File: config.mk
export PLATFORM = sky130hd
export DESIGN_NAME = riscv_mem
export DESIGN_NICKNAME = d
export VERILOG_FILES = /design/src/rtl/riscv_mem.sv
export SDC_FILE = /design/constraint.sdc
export NUM_CORES = 1
export LEC_CHECK = 0
export ABC_AREA = 1
export CAP_MARGIN = 40
export CORE_AREA = 2 2 161 100
export CTS_CLUSTER_SIZE = 10
export DETAILED_ROUTE_END_ITERATION = 8
export DIE_AREA = 0 0 163 102
export PLACE_DENSITY = 0.73
export SYNTH_ARGS = -nofsm -noshare
export SYNTH_HDL_FRONTEND = slang
export SYNTH_SLANG_ARGS = --single-unit
File: constraint.sdc
create_clock -name clk -period 3.9 [get_ports clk]
set_clock_uncertainty 0.2 [all_clocks]
set_input_delay 0.39 -clock clk [delete_from_list [all_inputs] [get_ports clk]]
set_output_delay 0.39 -clock clk [all_outputs]
set_load 0.02 [all_outputs]
File: src/rtl/riscv_mem.sv
// ============================================================================
//  Module      : riscv_mem
//  Description : Memory-access pipeline stage between EX and WB. Single-entry
//                holding register with an IDLE/ALU/LD/ST request machine that
//                initiates data_bif bus reads/writes and presents the entry
//                to writeback over the mem_wb_* handshake. Load data is not
//                captured here; WB samples data_bif_rdata on data_bif_ack.
//                Optional macro RISCV_MEM_MISALIGN_TRAP_EN adds the
//                mem_exc_misalign output and turns misaligned accesses into
//                bus-less NOP entries.
//  Revision    : 1.0 - initial release
// ============================================================================
`default_nettype none

module riscv_mem (
    input  logic        clk,
    input  logic        rstn,
    // EX -> MEM entry
    input  logic        ex_mem_rdy,
    output logic        ex_mem_ack,
    input  logic [3:0]  ex_mem_funct,
    input  logic [31:0] ex_mem_data,
    input  logic [31:0] ex_mem_wdata,
    input  logic [4:0]  ex_mem_rsd,
    // data bus initiator
    output logic        data_bif_req,
    output logic        data_bif_rnw,
    output logic [31:0] data_bif_addr,
    output logic [3:0]  data_bif_wmask,
    output logic [31:0] data_bif_wdata,
    input  logic        data_bif_ack,
    // MEM -> WB entry
    output logic        mem_wb_rdy,
    input  logic        mem_wb_ack,
    output logic [2:0]  mem_wb_funct,
    output logic [31:0] mem_wb_data,
    output logic [4:0]  mem_wb_rsd
`ifdef RISCV_MEM_MISALIGN_TRAP_EN
    ,
    output logic        mem_exc_misalign
`endif
);

    // EX-side operation codes
    localparam logic [3:0] c_FN_LB  = 4'd1;
    localparam logic [3:0] c_FN_LH  = 4'd2;
    localparam logic [3:0] c_FN_LW  = 4'd3;
    localparam logic [3:0] c_FN_LHU = 4'd5;
    localparam logic [3:0] c_FN_SB  = 4'd6;
    localparam logic [3:0] c_FN_SH  = 4'd7;
    localparam logic [3:0] c_FN_SW  = 4'd8;

    // WB-side load code for non-load entries
    localparam logic [2:0] c_LD_NOP = 3'd0;

    typedef enum logic [1:0] {
        S_IDLE = 2'd0,
        S_ALU  = 2'd1,
        S_LD   = 2'd2,
        S_ST   = 2'd3
    } state_t;

    state_t      r_state;
    logic        r_req;
    logic        r_rnw;
    logic [31:0] r_addr;
    logic [3:0]  r_wmask;
    logic [31:0] r_wdata;
    logic        r_wb_rdy;
    logic [2:0]  r_wb_funct;
    logic [31:0] r_wb_data;
    logic [4:0]  r_wb_rsd;

    logic        w_retire;
    logic        w_accept;
    logic        w_is_ld;
    logic        w_is_st;
    logic        w_misalign;
    logic [3:0]  w_wmask;
    logic [31:0] w_bwdata;

    // Retire condition of the entry currently held
    always_comb begin
        w_retire = 1'b0;
        case (r_state)
            S_ALU:   w_retire = r_wb_rdy && mem_wb_ack;
            S_LD:    w_retire = data_bif_ack && mem_wb_ack;
            S_ST:    w_retire = data_bif_ack;
            default: w_retire = 1'b0;
        endcase
    end

    // Accept when empty or when the held entry leaves this cycle; held low in reset
    assign ex_mem_ack = rstn && ((r_state == S_IDLE) || w_retire);
    assign w_accept   = ex_mem_rdy && ex_mem_ack;

    // Decode the incoming operation: class, misalignment, byte lanes, store data
    always_comb begin
        w_is_ld    = (ex_mem_funct >= c_FN_LB) && (ex_mem_funct <= c_FN_LHU);
        w_is_st    = (ex_mem_funct >= c_FN_SB) && (ex_mem_funct <= c_FN_SW);
        w_misalign = 1'b0;
`ifdef RISCV_MEM_MISALIGN_TRAP_EN
        case (ex_mem_funct)
            c_FN_LH, c_FN_LHU, c_FN_SH: w_misalign = ex_mem_data[0];
            c_FN_LW, c_FN_SW:           w_misalign = |ex_mem_data[1:0];
            default:                    w_misalign = 1'b0;
        endcase
`endif
        w_wmask  = 4'hF;
        w_bwdata = ex_mem_wdata;
        case (ex_mem_funct)
            c_FN_SB: begin
                w_wmask  = 4'b0001 << ex_mem_data[1:0];
                w_bwdata = {4{ex_mem_wdata[7:0]}};
            end
            c_FN_SH: begin
                w_wmask  = 4'b0011 << {ex_mem_data[1], 1'b0};
                w_bwdata = {2{ex_mem_wdata[15:0]}};
            end
            default: begin
                w_wmask  = 4'hF;
                w_bwdata = ex_mem_wdata;
            end
        endcase
    end

    // Entry state machine; every bus and WB output is a register loaded on accept
    always_ff @(posedge clk or negedge rstn) begin
        if (!rstn) begin
            r_state    <= S_IDLE;
            r_req      <= 1'b0;
            r_rnw      <= 1'b0;
            r_addr     <= 32'd0;
            r_wmask    <= 4'd0;
            r_wdata    <= 32'd0;
            r_wb_rdy   <= 1'b0;
            r_wb_funct <= c_LD_NOP;
            r_wb_data  <= 32'd0;
            r_wb_rsd   <= 5'd0;
        end else if (w_accept) begin
            // Start from an all-quiet entry and fill in what the new state uses
            r_req      <= 1'b0;
            r_rnw      <= 1'b0;
            r_addr     <= 32'd0;
            r_wmask    <= 4'd0;
            r_wdata    <= 32'd0;
            r_wb_rdy   <= 1'b0;
            r_wb_funct <= c_LD_NOP;
            r_wb_data  <= 32'd0;
            r_wb_rsd   <= 5'd0;
            if (w_is_ld && !w_misalign) begin
                r_state    <= S_LD;
                r_req      <= 1'b1;
                r_rnw      <= 1'b1;
                r_addr     <= {ex_mem_data[31:2], 2'b00};
                r_wb_rdy   <= 1'b1;
                r_wb_funct <= ex_mem_funct[2:0];
                r_wb_data  <= ex_mem_data;
                r_wb_rsd   <= ex_mem_rsd;
            end else if (w_is_st && !w_misalign) begin
                r_state    <= S_ST;
                r_req      <= 1'b1;
                r_addr     <= {ex_mem_data[31:2], 2'b00};
                r_wmask    <= w_wmask;
                r_wdata    <= w_bwdata;
            end else begin
                // ALU result, unknown codes, and trapped misaligned accesses
                r_state    <= S_ALU;
                r_wb_rdy   <= 1'b1;
                r_wb_data  <= ex_mem_data;
                r_wb_rsd   <= w_misalign ? 5'd0 : ex_mem_rsd;
            end
        end else if (w_retire) begin
            r_state    <= S_IDLE;
            r_req      <= 1'b0;
            r_rnw      <= 1'b0;
            r_addr     <= 32'd0;
            r_wmask    <= 4'd0;
            r_wdata    <= 32'd0;
            r_wb_rdy   <= 1'b0;
            r_wb_funct <= c_LD_NOP;
            r_wb_data  <= 32'd0;
            r_wb_rsd   <= 5'd0;
        end
    end

`ifdef RISCV_MEM_MISALIGN_TRAP_EN
    logic r_exc;

    // One-cycle trap pulse the cycle after a misaligned entry is accepted
    always_ff @(posedge clk or negedge rstn) begin
        if (!rstn) begin
            r_exc <= 1'b0;
        end else begin
            r_exc <= w_accept && w_misalign;
        end
    end

    assign mem_exc_misalign = r_exc;
`endif

    assign data_bif_req   = r_req;
    assign data_bif_rnw   = r_rnw;
    assign data_bif_addr  = r_addr;
    assign data_bif_wmask = r_wmask;
    assign data_bif_wdata = r_wdata;
    assign mem_wb_rdy     = r_wb_rdy;
    assign mem_wb_funct   = r_wb_funct;
    assign mem_wb_data    = r_wb_data;
    assign mem_wb_rsd     = r_wb_rsd;

endmodule

`default_nettype wire

Word-level counts from Yosys, hierarchy flattened --
Index checks and enable logic that the tools add are counted.
Word-level totals: register bits 113, input bits 78, output and inout bits 112, logic and storage cells 67
Operators by class: order comparisons 4, equality and inequality tests 5, shift operators 2, muxes and demuxes 37, reductions and logical operators 9
Operators with widths (number):
- 2-to-1 mux 32 bit | 10
- one-hot mux 32 bit (2 select lines) | 1
- 2-to-1 mux 5 bit | 4
- 2-to-1 mux 4 bit | 4
- 2-to-1 mux 1 bit | 9
- 2-to-1 mux 3 bit | 3
- equality test 4 x 3 -> 1 bit, second input constant | 2
- 2-to-1 mux 2 bit | 4
- one-hot mux 4 bit (2 select lines) | 1
- logical AND 1 bit | 6
- equality test 2 bit, second input constant | 2
- greater-or-equal comparator 4 x 1 -> 1 bit, second input constant | 1
- greater-or-equal comparator 4 x 3 -> 1 bit, second input constant | 1
- <= comparator 4 x 3 -> 1 bit, second input constant | 1
- <= comparator 4 bit, second input constant | 1
- << shifter 1 x 2 -> 4 bit, first input constant | 1
- << shifter 2 x 2 -> 4 bit, first input constant | 1
- one-hot mux 1 bit (3 select lines) | 1
- equality test 2 x 1 -> 1 bit, second input constant | 1
- logical NOT 2 bit | 1
- nonzero test 2 bit | 1
- logical OR 1 bit | 1

Longest topological paths before layout --
depth after elaboration 6, gate-level depth with buffers 12, gate-level depth less buffers 10

Worst setup path after synthesis --
No wires, ideal clock.
path kind register to output, start point reg r_state[1], end point out ex_mem_ack, arrival 1507 ps, required time 3310 ps, slack 1803 ps, stages on the path, launching flop included 10, buffers on the path 1, cells stage by stage dfrtp_1 inv_1 ha_1 nand2_1 inv_2 nand2_1 nand2_1 nand2_2 a21oi_4 buf_2
Between the ends: cells in the longest elaborated chain, start to end 4, elaborated cells on any way between the ends 7, classes of those cells eq/ne (3); mux (1); reduce/logical (3)
RTL lines:
- start, declared | RTL line 63 | state_t r_state;
- start signal, assigned | RTL line 130 | r_state <= S_IDLE;
- start signal, assigned | RTL line 152 | r_state <= S_LD;
- start signal, assigned | RTL line 161 | r_state <= S_ST;
- equality test 2 bit / equality test 2 x 1 -> 1 bit (equally long branches) | RTL line 85 | case (r_state)
- one-hot mux 1 bit (3 select lines) | RTL line 85
- logical OR 1 bit (*) | RTL line 94 | assign ex_mem_ack = rstn && ((r_state == S_IDLE) || w_retire);
- logical AND 1 bit (*) | RTL line 94
- end, declared | RTL line 20 | output logic ex_mem_ack,
Every way passes the cells marked *; elsewhere a longest branch is shown, timed or not.

Worst setup path in the final report --
start point in rstn, end point out ex_mem_ack
Between the ends: cells in the longest elaborated chain, start to end 1
RTL lines:
- start, declared | RTL line 17 | input logic rstn,
- logical AND 1 bit | RTL line 94
No other way between the ends.

==> results.yml <==
logic_synthesis:
  synth_commonest_cells: "162 x nand2_1, 128 x nand3_1, 110 x dfrtp_1"
  yosysSeqAreaShare: 0.429
  synth_seq_cells: 110
  ys_async_sr_fraction: 1.00
  syn-instance-count: 825
  netlist_area_sq_mm: 0.00641
  synth_top_area_frac: 0.429
  synth-edff-count: 0
  synth.most_common_cell: "nand2_1"
  synth_flop_cell: "dfrtp_1"
  synthTopCellsByArea: "dfrtp_1 43%, o311ai_0 13%, nand3_1 10%"
  synth_top_area_cell: "dfrtp_1"
  yosysWarnings: 0
  synth_cell_types: 25
  avgSynthCellArea_sq_um: 7.77
floorplanning:
  die_h_microns: 102
  core_sq_mm: 0.0151
  start_util: 0.424
  io_pins: 190
  fp-row-count: 35
  die_area_sq_mm: 0.0166
  die_w_microns: 163
clock_network:
  tritoncts: "built"
  numCtsBuffers: 9
  clkTransAtPathRegs_ns: 0.07
  cts_root_buffer: "clkbuf_16"
  htreeDepth: 3
  clock_latency_ns: 0.35
  clockBufferDepth: 2
  cts_sinks: 110
route:
  first_pass_iters: 5
  wl_microns: 21600
  initialDrtViolationCount: 646
  drcViolationCount: 0
  viasPerCell: 5.63
  via_count: 6536
  routedWlPerCell_microns: 18.6
  postRouteAntennaNets: 0
setup_path:
  critPathLaunchType: "input pin"
  critPathMaxStageDelay_ns: 0.62
  cp_top_family: "buffers and inverters"
  crit_chain: "dlygate4sd3_1 -> buf_4 -> clkinv_2 -> a21oi_4 -> clkdlybuf4s50_1"
  worstSetupPathDepth: 5
  slowest_stage: "clkdlybuf4s50_1"
  reg2reg_depth: 12
  cp_data_arrival_time_ns: 2.17
  critPathBufInv: 4
  crit_required_ns: 3.31
  cp-end-kind: "primary output"
  cp_max_fo: 25
  critPathKind: "input pin to primary output"
timing:
  maxSlewHeadroom: 0.468
  rsz0062_at_grt: "no"
  fin_crit_sh: 0.709
  finalHoldViolCount: 0
  period_minus_slack_ns: 2.76
  drv_slew: 0
  setup_viol: 0
  clock.fmax_mhz: 362
  tightest_slew_ns: 0.797
  finalSetupTns_ns: 0
grt:
  first_global_vias: 6108
  grt_overflow: 0
  grt_first_pass_wirelength_microns: 34100
  grtUsageTotal: 0.261
  grt_antenna_before_repair: 1
  grt_start_max_net_pins: 88
placement:
  place.gp.congestion: 0.855
  hpwl_microns: 13600
  placed_cells: 1143
  io_buffers: 187
layout:
  area_delta_synth_final_pct: 34.9
  final_nets: 1034
  drive_gt1_frac: 0.0575
  stdcell_count: 1160
  utilization: 0.572
power_and_ir_drop:
  power_density_mw_per_mm2: 647
  intPower_mw: 3.20
  p_total_mw: 5.59
  seqPwrFrac: 0.322
  comb_power_share: 0.515
  switching_share: 0.428
  switchingPower_mw: 2.39
  p_clk_frac: 0.163
  p_leak_nw: 4.24
  peakVddDrop_mv: 0.478
run:
  cap_violations: 0
min_path:
  hold_path.class: "input pin to asynchronous set/reset pin"
run_status:
  status: "finished, final reports clean"
-- worst register-to-register path, stage by stage, from the launching register on --
cell     delay, ns
dfrtp_1       0.42
inv_1         0.08
ha_1          0.30
nand2_1       0.07
inv_2         0.03
nand2_1       0.05
nand2_1       0.07
nand2_4       0.07
buf_4         0.36
buf_16        0.31
nand2_1       0.25
nand4_1       0.12
nand2_1       0.07
-- cell families (layout without fill, tap and decap cells) --
| kind of cell | count (synthesis) | count (layout) | synth area share |
|---|---|---|---|
| and+or+nand+nor | 371 | 371 | 0.252 |
| DFF | 110 | 110 | 0.429 |
| adders and majority gates | 4 | 4 | 0.00781 |
| buffers and inverters | 181 | 311 | 0.120 |
| AOI/OAI and AO/OA | 158 | 158 | 0.190 |
| other | 1 | 3 | 0.000585 |
-- power by group through the flow --
stage | registers [mW] | logic (mW) | clock network [mW]
finish | 1.80 | 2.88 | 0.912
global placement | 1.81 | 2.75 | 0
floorplan | 2.27 | 1.05 | 0
global route | 1.85 | 3.11 | 0.974
detailed placement | 1.81 | 2.87 | 0
CTS | 1.80 | 2.88 | 0.935
-- per-stage QoR --
step                      area, sq um  setup WS, ns  hold slack, ns
after floorplan                  6410          1.80          -0.106
after global placement           8240          1.07           0.119
after detailed placement         8350          1.12           0.123
after CTS                        8640          1.10           0.302
after global routing             8640         0.832           0.353
final                            8640          1.14           0.318
-- final timing paths --
| kind | from | to | slack, ns |
|---|---|---|---|
| hold / removal | rstn | data_bif_wdata[9] | 0.32 |
| max in group asynchronous | rstn | data_bif_wdata[4] | 1.56 |
| setup / recovery | rstn | ex_mem_ack | 1.14 |
| setup reg to reg | r_state[1] | r_state[0] | 1.37 |
| hold reg to reg | data_bif_wmask[0] | data_bif_wmask[0] | 0.35 |
| min in group clk | data_bif_wmask[0] | data_bif_wmask[0] | 0.35 |
-- placed cells by master, fill, tap and decap left out, types with 6 or more instances in the layout --
cell type	Yosys	routed
a21oi_1	34	34
buf_4	8	16
clkbuf_16	0	9
clkdlybuf4s50_1	0	185
dfrtp_1	110	110
inv_1	81	80
inv_2	8	6
nand2_1	162	162
nand3_1	128	128
nand4_1	7	7
nor2_1	66	66
o21ai_1	8	8
o311ai_0	96	96
o311ai_1	14	14
-- what timing repair did --
action | CTS | global route
hold endpoints to repair | 23 | 0
gates resized for setup | 0 | 0
hold buffers | 1 | 0
setup buffers | 0 | 0
-- registers in the layout (all words and copies together), names as in the netlist --
register,flops
mem_wb_rsd,5
data_bif_addr,30
mem_wb_data,32
data_bif_rnw,1
data_bif_wdata,32
data_bif_wmask,4
r_state,2
mem_wb_funct,3
mem_wb_rdy,1
-- routing by layer --
layer / part of all wire / track usage / up-vias / wire [microns]
met4: 0.0087 / 0.0558 / 0 / 188
met5: 0 / 0 / - / 0
met1: 0.46 / 0.390 / 3093 / 9940
li1: - / - / 3105 / -
met3: 0.11 / 0.0816 / 15 / 2440
met2: 0.42 / 0.370 / 323 / 9000
-- area by class of cell --
class	count	area, sq um
Antenna cell	1	2.50
Clock buffer	10	239
Sequential cell	110	2750
Inverter	89	338
Multi-Input combinational cell	535	2900
Clock inverter	5	45.0
Timing Repair Buffer	207	2110
Tap cell	203	254
Fill cell	1409	6460
(Power assumes the default switching activity.)
